### src/rtl/cipher_pkg.sv
// Shared definitions for the ciphertext receive path: receiver FSM states and
// the default frame length.
package cipher_pkg;

    localparam int MSG_SIZE_DEFAULT = 512;

    typedef enum logic {
        ST_IDLE = 1'b0,
        ST_RECV = 1'b1
    } rx_state_t;

endpackage

### src/rtl/sync_fifo.sv
// Synchronous first-word-fall-through FIFO. A write while full is accepted
// only if a read retires the head in the same cycle.
module sync_fifo #(
    parameter int WIDTH = 8,
    parameter int DEPTH = 8
) (
    input  logic             clk,
    input  logic             rst,
    input  logic             wr_en,
    input  logic [WIDTH-1:0] wr_data,
    input  logic             rd_en,
    output logic [WIDTH-1:0] rd_data,
    output logic             full,
    output logic             empty
);

    localparam int AW = $clog2(DEPTH);

    logic [WIDTH-1:0] mem [DEPTH];
    logic [AW:0]      wr_ptr;
    logic [AW:0]      rd_ptr;
    logic             do_wr;
    logic             do_rd;

    // The extra pointer bit tells full apart from empty when the indices match.
    assign empty   = (wr_ptr == rd_ptr);
    assign full    = (wr_ptr[AW] != rd_ptr[AW]) && (wr_ptr[AW-1:0] == rd_ptr[AW-1:0]);
    assign do_rd   = rd_en && !empty;
    assign do_wr   = wr_en && (!full || do_rd);
    assign rd_data = empty ? '0 : mem[rd_ptr[AW-1:0]];

    always_ff @(posedge clk) begin
        if (rst) begin
            wr_ptr <= '0;
            rd_ptr <= '0;
        end else begin
            if (do_wr) wr_ptr <= wr_ptr + 1'b1;
            if (do_rd) rd_ptr <= rd_ptr + 1'b1;
        end
    end

    always_ff @(posedge clk) begin
        if (do_wr) mem[wr_ptr[AW-1:0]] <= wr_data;
    end

endmodule

### src/rtl/ciphertext_receiver.sv
// Deserialises framed ciphertext bits MSB-first into bytes, queues them in a
// byte FIFO and reports frame completion, framing faults and FIFO overflow.
module ciphertext_receiver
    import cipher_pkg::*;
#(
    parameter int MSG_SIZE   = MSG_SIZE_DEFAULT,
    parameter int FIFO_DEPTH = 8
) (
    input  logic                        iClk,
    input  logic                        iRst,
    input  logic                        iSerial_in,
    input  logic                        iSerial_start,
    input  logic                        iSerial_end,
    output logic [7:0]                  oByte,
    output logic                        oByte_valid,
    input  logic                        iByte_ready,
    output logic                        oFrame_done,
    output logic                        oFrame_error,
    output logic                        oOverflow,
    output logic [$clog2(MSG_SIZE):0]   oBit_count
);

    localparam int CW = $clog2(MSG_SIZE) + 1;
    localparam logic [CW-1:0] LAST_BIT = CW'(MSG_SIZE - 1);
    localparam logic [CW-1:0] MSG_BITS = CW'(MSG_SIZE);

    rx_state_t     state, state_nxt;
    logic [CW-1:0] bit_count, bit_count_nxt, count_inc;
    logic [7:0]    shift_q, shift_nxt, shift_inc;
    logic          push, pop, done_nxt, error_nxt;
    logic          fifo_full, fifo_empty;

    assign count_inc = bit_count + 1'b1;
    assign shift_inc = {shift_q[6:0], iSerial_in};

    always_comb begin
        state_nxt     = state;
        bit_count_nxt = bit_count;
        shift_nxt     = shift_q;
        push          = 1'b0;
        done_nxt      = 1'b0;
        error_nxt     = 1'b0;
        case (state)
            ST_IDLE: begin
                if (iSerial_start) begin
                    bit_count_nxt = CW'(1);
                    shift_nxt     = {7'b0, iSerial_in};
                    if (iSerial_end) begin
                        error_nxt = 1'b1;
                        shift_nxt = '0;
                    end else begin
                        state_nxt = ST_RECV;
                    end
                end
            end
            ST_RECV: begin
                if (iSerial_start) begin
                    // A fresh start mid-frame abandons the partial byte and
                    // counts the current bit as bit 0 of the new frame.
                    error_nxt     = 1'b1;
                    bit_count_nxt = CW'(1);
                    shift_nxt     = {7'b0, iSerial_in};
                    if (iSerial_end) begin
                        state_nxt = ST_IDLE;
                        shift_nxt = '0;
                    end
                end else begin
                    bit_count_nxt = count_inc;
                    shift_nxt     = shift_inc;
                    push          = (count_inc[2:0] == 3'b000);
                    if (iSerial_end) begin
                        state_nxt = ST_IDLE;
                        if (bit_count == LAST_BIT) begin
                            done_nxt = 1'b1;
                        end else begin
                            error_nxt = 1'b1;
                            shift_nxt = '0;
                        end
                    end else if (count_inc == MSG_BITS) begin
                        error_nxt = 1'b1;
                        state_nxt = ST_IDLE;
                    end
                end
            end
            default: state_nxt = ST_IDLE;
        endcase
    end

    // Byte handshake: oByte_valid means the head byte on oByte is stable; it
    // is consumed on every rising edge where oByte_valid && iByte_ready.
    assign pop = !fifo_empty && iByte_ready;

    always_ff @(posedge iClk) begin
        if (iRst) begin
            state        <= ST_IDLE;
            bit_count    <= '0;
            shift_q      <= '0;
            oFrame_done  <= 1'b0;
            oFrame_error <= 1'b0;
            oOverflow    <= 1'b0;
        end else begin
            state        <= state_nxt;
            bit_count    <= bit_count_nxt;
            shift_q      <= shift_nxt;
            oFrame_done  <= done_nxt;
            oFrame_error <= error_nxt;
            if (push && fifo_full && !pop) oOverflow <= 1'b1;
        end
    end

    sync_fifo #(
        .WIDTH (8),
        .DEPTH (FIFO_DEPTH)
    ) u_fifo (
        .clk     (iClk),
        .rst     (iRst),
        .wr_en   (push),
        .wr_data (shift_inc),
        .rd_en   (iByte_ready),
        .rd_data (oByte),
        .full    (fifo_full),
        .empty   (fifo_empty)
    );

    assign oByte_valid = !fifo_empty;
    assign oBit_count  = bit_count;

endmodule

### config.mk
export PLATFORM = sky130hd
export DESIGN_NAME = ciphertext_receiver
export DESIGN_NICKNAME = d
export VERILOG_FILES = /design/src/rtl/cipher_pkg.sv /design/src/rtl/sync_fifo.sv /design/src/rtl/ciphertext_receiver.sv
export SDC_FILE = /design/constraint.sdc
export NUM_CORES = 1
export LEC_CHECK = 0
export BUFFER_PORTS_ARGS = -buffer_cell sky130_fd_sc_hd__buf_4
export CAP_MARGIN = 20
export CORE_MARGIN = 2
export CORE_UTILIZATION = 39
export CTS_CLUSTER_DIAMETER = 200
export DETAILED_ROUTE_END_ITERATION = 8
export GPL_TIMING_DRIVEN = 0
export SYNTH_ARGS = -nofsm -noshare
export SYNTH_HDL_FRONTEND = slang
export SYNTH_SLANG_ARGS = --single-unit
### constraint.sdc
create_clock -name iClk -period 3.22 [get_ports iClk]
set_input_delay 0.644 -clock iClk [delete_from_list [all_inputs] [get_ports iClk]]
set_output_delay 0.644 -clock iClk [all_outputs]
set_load 0.01 [all_outputs]
==> impl_metrics.csv <==
group,metric,value,unit
cells_and_area,fin_cells,458,
clock_network,cts-root-buf,"clkbuf_8",
setup_path,crit_start,"oBit_count[0]",
yosys,synth_edf_count,64,
yosys,synth_area,0.00398,mm2
outcome,status,"finished clean",
timing,worstMarginPinSlew,0.817,ns
setup_path,ff2ff_path_depth,7,
die,start_util,40.5,%
timing,maxSlewHeadroom,45.1,%
yosys,async_flop_share,0,%
yosys,synth.distinct_cells,48,
die,core_area,0.00982,mm2
die,die_w,105,um
grt,grt_use_total,14.8,%
yosys,synth_flop_cell,"edfxtp_1",
cells_and_area,final_cell_mix,"edfxtp_1 (64), buf_4 (36), nor2_1 (36), dfxtp_1 (32), mux4_2 (16)",
yosys,yosys_warnings,0,
grt,grt_pass1_vias,2228,
route,drc,0,
clock_network,cts_tree,"yes",
clock_network,clock_path_buffers,2,
timing,holdWs,0.500,ns
die,die_area,0.0110,mm2
clock_network,clk_pin_slew,0.09,ns
yosys,synth_seq_cells,96,
route,met1_length,3.57,mm
grt,grt_overflow,0,
setup_path,endpoint_kind,"flop",
timing,clock.fmax,0.350,GHz
clock_network,cts_max_level,3,
timing,setup_viol_count_final,0,
route,drt_wl_total,7.62,mm
run,max_cap_viol_count,0,
setup_path,crit_path_end,"u_fifo.mem[4][7]",
power,power.density,484,mW/mm2
timing,slew_viol_final,0,
min_path,hold_class,"flop to flop",
clock_network,postCtsHoldBufs,0,
setup_path,cp-start-kind,"flop",
cells_and_area,mostFrequentLayoutCell,"edfxtp_1",
die,die_h,105,um
yosys,syn-num-nets,286,
route,top_layer,"met4",
placement,placed_cells,442,
placement,io_buffers,26,
clock_network,clock_sinks,96,
cells_and_area,final_nets,330,
timing,finalHoldViolCount,0,
route,wl_met3,335,um
yosys,yosysSeqAreaShare,64.4,%
clock_network,insertion_delay,0.36,ns
die,boundaryPins,28,
route,drt_iter0_drc,73,
yosys,synth.area.top_cells,"edfxtp_1 (48%), dfxtp_1 (16%), mux4_2 (9.1%)",
die,rows,36,
yosys,synthCells,276,
setup_path,r2r_start,"oBit_count[0]",
setup_path,r2r_end,"u_fifo.mem[4][7]",
yosys,synth_top_area_share,48.3,%
grt,antenna_found_initial,0,
timing,fin_skew,0.0132,ns
setup_path,rrSetupSlack,0.37,ns
yosys,syn_area_per_cell,14.4,um2
power,leakagePower,0.00160,uW
timing,post-route-period-util,88.6,%
placement,post-place-ws,0.181,ns
route,ant_nets,0,
grt,grt_pass1_wl,12.3,mm
route,dr_wl_met2,3.68,mm
setup_path,crit_fanout,7,
placement,post-dp-hpwl,5.25,mm
placement,gp_congestion,0.756,
setup_path,crit_type,"flop to flop",
cells_and_area,diodes,0,
setup_path,required,3.29,ns
clock_network,numCtsBuffers,9,
timing,fin_ws,0.366,ns
clock_network,cts_resized,0,
route,drtPass1Iterations,4,
route,vias_per_cell,5.05,
yosys,synth_top_area_cell,"edfxtp_1",
timing,fin_crit,2.85,ns
route,wl_per_cell,16.6,um
clock_network,cts_setup_buffers,0,
timing,rsz0062_at_grt,"false",
timing,timing.setup.tns,0,ns
route,dr_total_vias,2312,
grt,grt_max_degree,17,
power,vdd_drop_max,0.264,mV
setup_path,cp_data_arrival_time,2.92,ns
cells_and_area,synthToLayoutAreaGrowth,17.2,%
cells_and_area,drive_above_1_share,25.8,%
## report_power, final
group	leakage (uW)	total [uW]	switching, uW	internal [uW]
sequential	0.000857	1310	5.55	1300
combinational	0.000620	34.7	21.5	13.2
clock	0.000122	911	403	508
total	0.00160	2250	430	1820
## worst max-delay path, stage by stage (launching register included)
cell and delay, ns:
dfxtp_1 0.48, ha_1 0.33, ha_1 0.20, and3b_1 0.23, a21boi_1 0.31, nand2_1 0.17, nor3_1 0.58, buf_4 0.27
## logic make-up (layout without fill, tap and decap cells)
group / after synthesis / after routing / share of synthesized area (%)
xor gates and xnor gates: 20 / 20 / 4.40
and+or+nand+nor: 84 / 84 / 11.0
buffers and inverters: 20 / 69 / 2.77
AOI/OAI and AO/OA: 25 / 25 / 4.31
muxes: 27 / 27 / 11.8
adders and majority gates: 4 / 4 / 1.26
DFF: 96 / 96 / 64.4
## stage by stage
stage | total power (uW) | util, % | area [um2]
floorplan | 1350 | - | 3980
global placement | 1370 | 44.2 | 4340
detailed placement | 1370 | 45.0 | 4420
CTS | 2270 | 47.4 | 4660
global route | 2320 | 47.5 | 4660
finish | 2250 | 47.5 | 4660
## layer usage
| metal | vias up | track usage, % |
|---|---|---|
| met5 | - | 0 |
| met4 | 0 | 6.19 |
| met3 | 2 | 2.62 |
| met2 | 46 | 23.2 |
| met1 | 1135 | 20.3 |
| li1 | 1129 | - |
## synthesized netlist by cell type (2+ instances only)
| cell | count |
|---|---|
| nor3b_1 | 3 |
| xor2_1 | 9 |
| nor3_1 | 3 |
| buf_6 | 2 |
| o21ai_0 | 4 |
| nor2_1 | 36 |
| a22oi_1 | 6 |
| or3_1 | 2 |
| nand3_1 | 5 |
| ha_1 | 4 |
| nor4b_1 | 4 |
| and3_1 | 4 |
| edfxtp_1 | 64 |
| mux2i_1 | 11 |
| clkbuf_1 | 5 |
| inv_1 | 2 |
| nand2_1 | 8 |
| buf_4 | 3 |
| a21oi_1 | 5 |
| a31oi_1 | 2 |
| buf_2 | 5 |
| buf_1 | 2 |
| nand4_1 | 5 |
| and2_1 | 2 |
| dfxtp_1 | 32 |
| mux4_2 | 16 |
| xnor2_1 | 11 |
## final cells by class
cell class | count | area, um2
flip-flops and latches | 96 | 2560
well taps | 133 | 166
inverters | 3 | 13.8
repair buffers | 33 | 248
fillers | 920 | 5160
multi-input cells | 160 | 1330
clock buffers | 12 | 166
clock inverters | 4 | 73.8
plain buffers | 17 | 96.3
## flip-flops by register name, indices dropped and copies added (netlist names), named ones only
name,cells
oFrame_error,1
oOverflow,1
u_fifo.mem,64
u_fifo.wr_ptr,4
shift_q,7
u_fifo.rd_ptr,4
oBit_count,10
oFrame_done,1
state,1
## worst min path at each step
stage,cells past startpoint,end,from
after global placement,2,oOverflow,oOverflow
after floorplan,2,u_fifo.rd_ptr[3],u_fifo.rd_ptr[3]
after CTS,2,oOverflow,oOverflow
after global routing,2,oOverflow,oOverflow
after detailed placement,2,oOverflow,oOverflow
final,2,oOverflow,oOverflow
(Power assumes the default switching activity.)
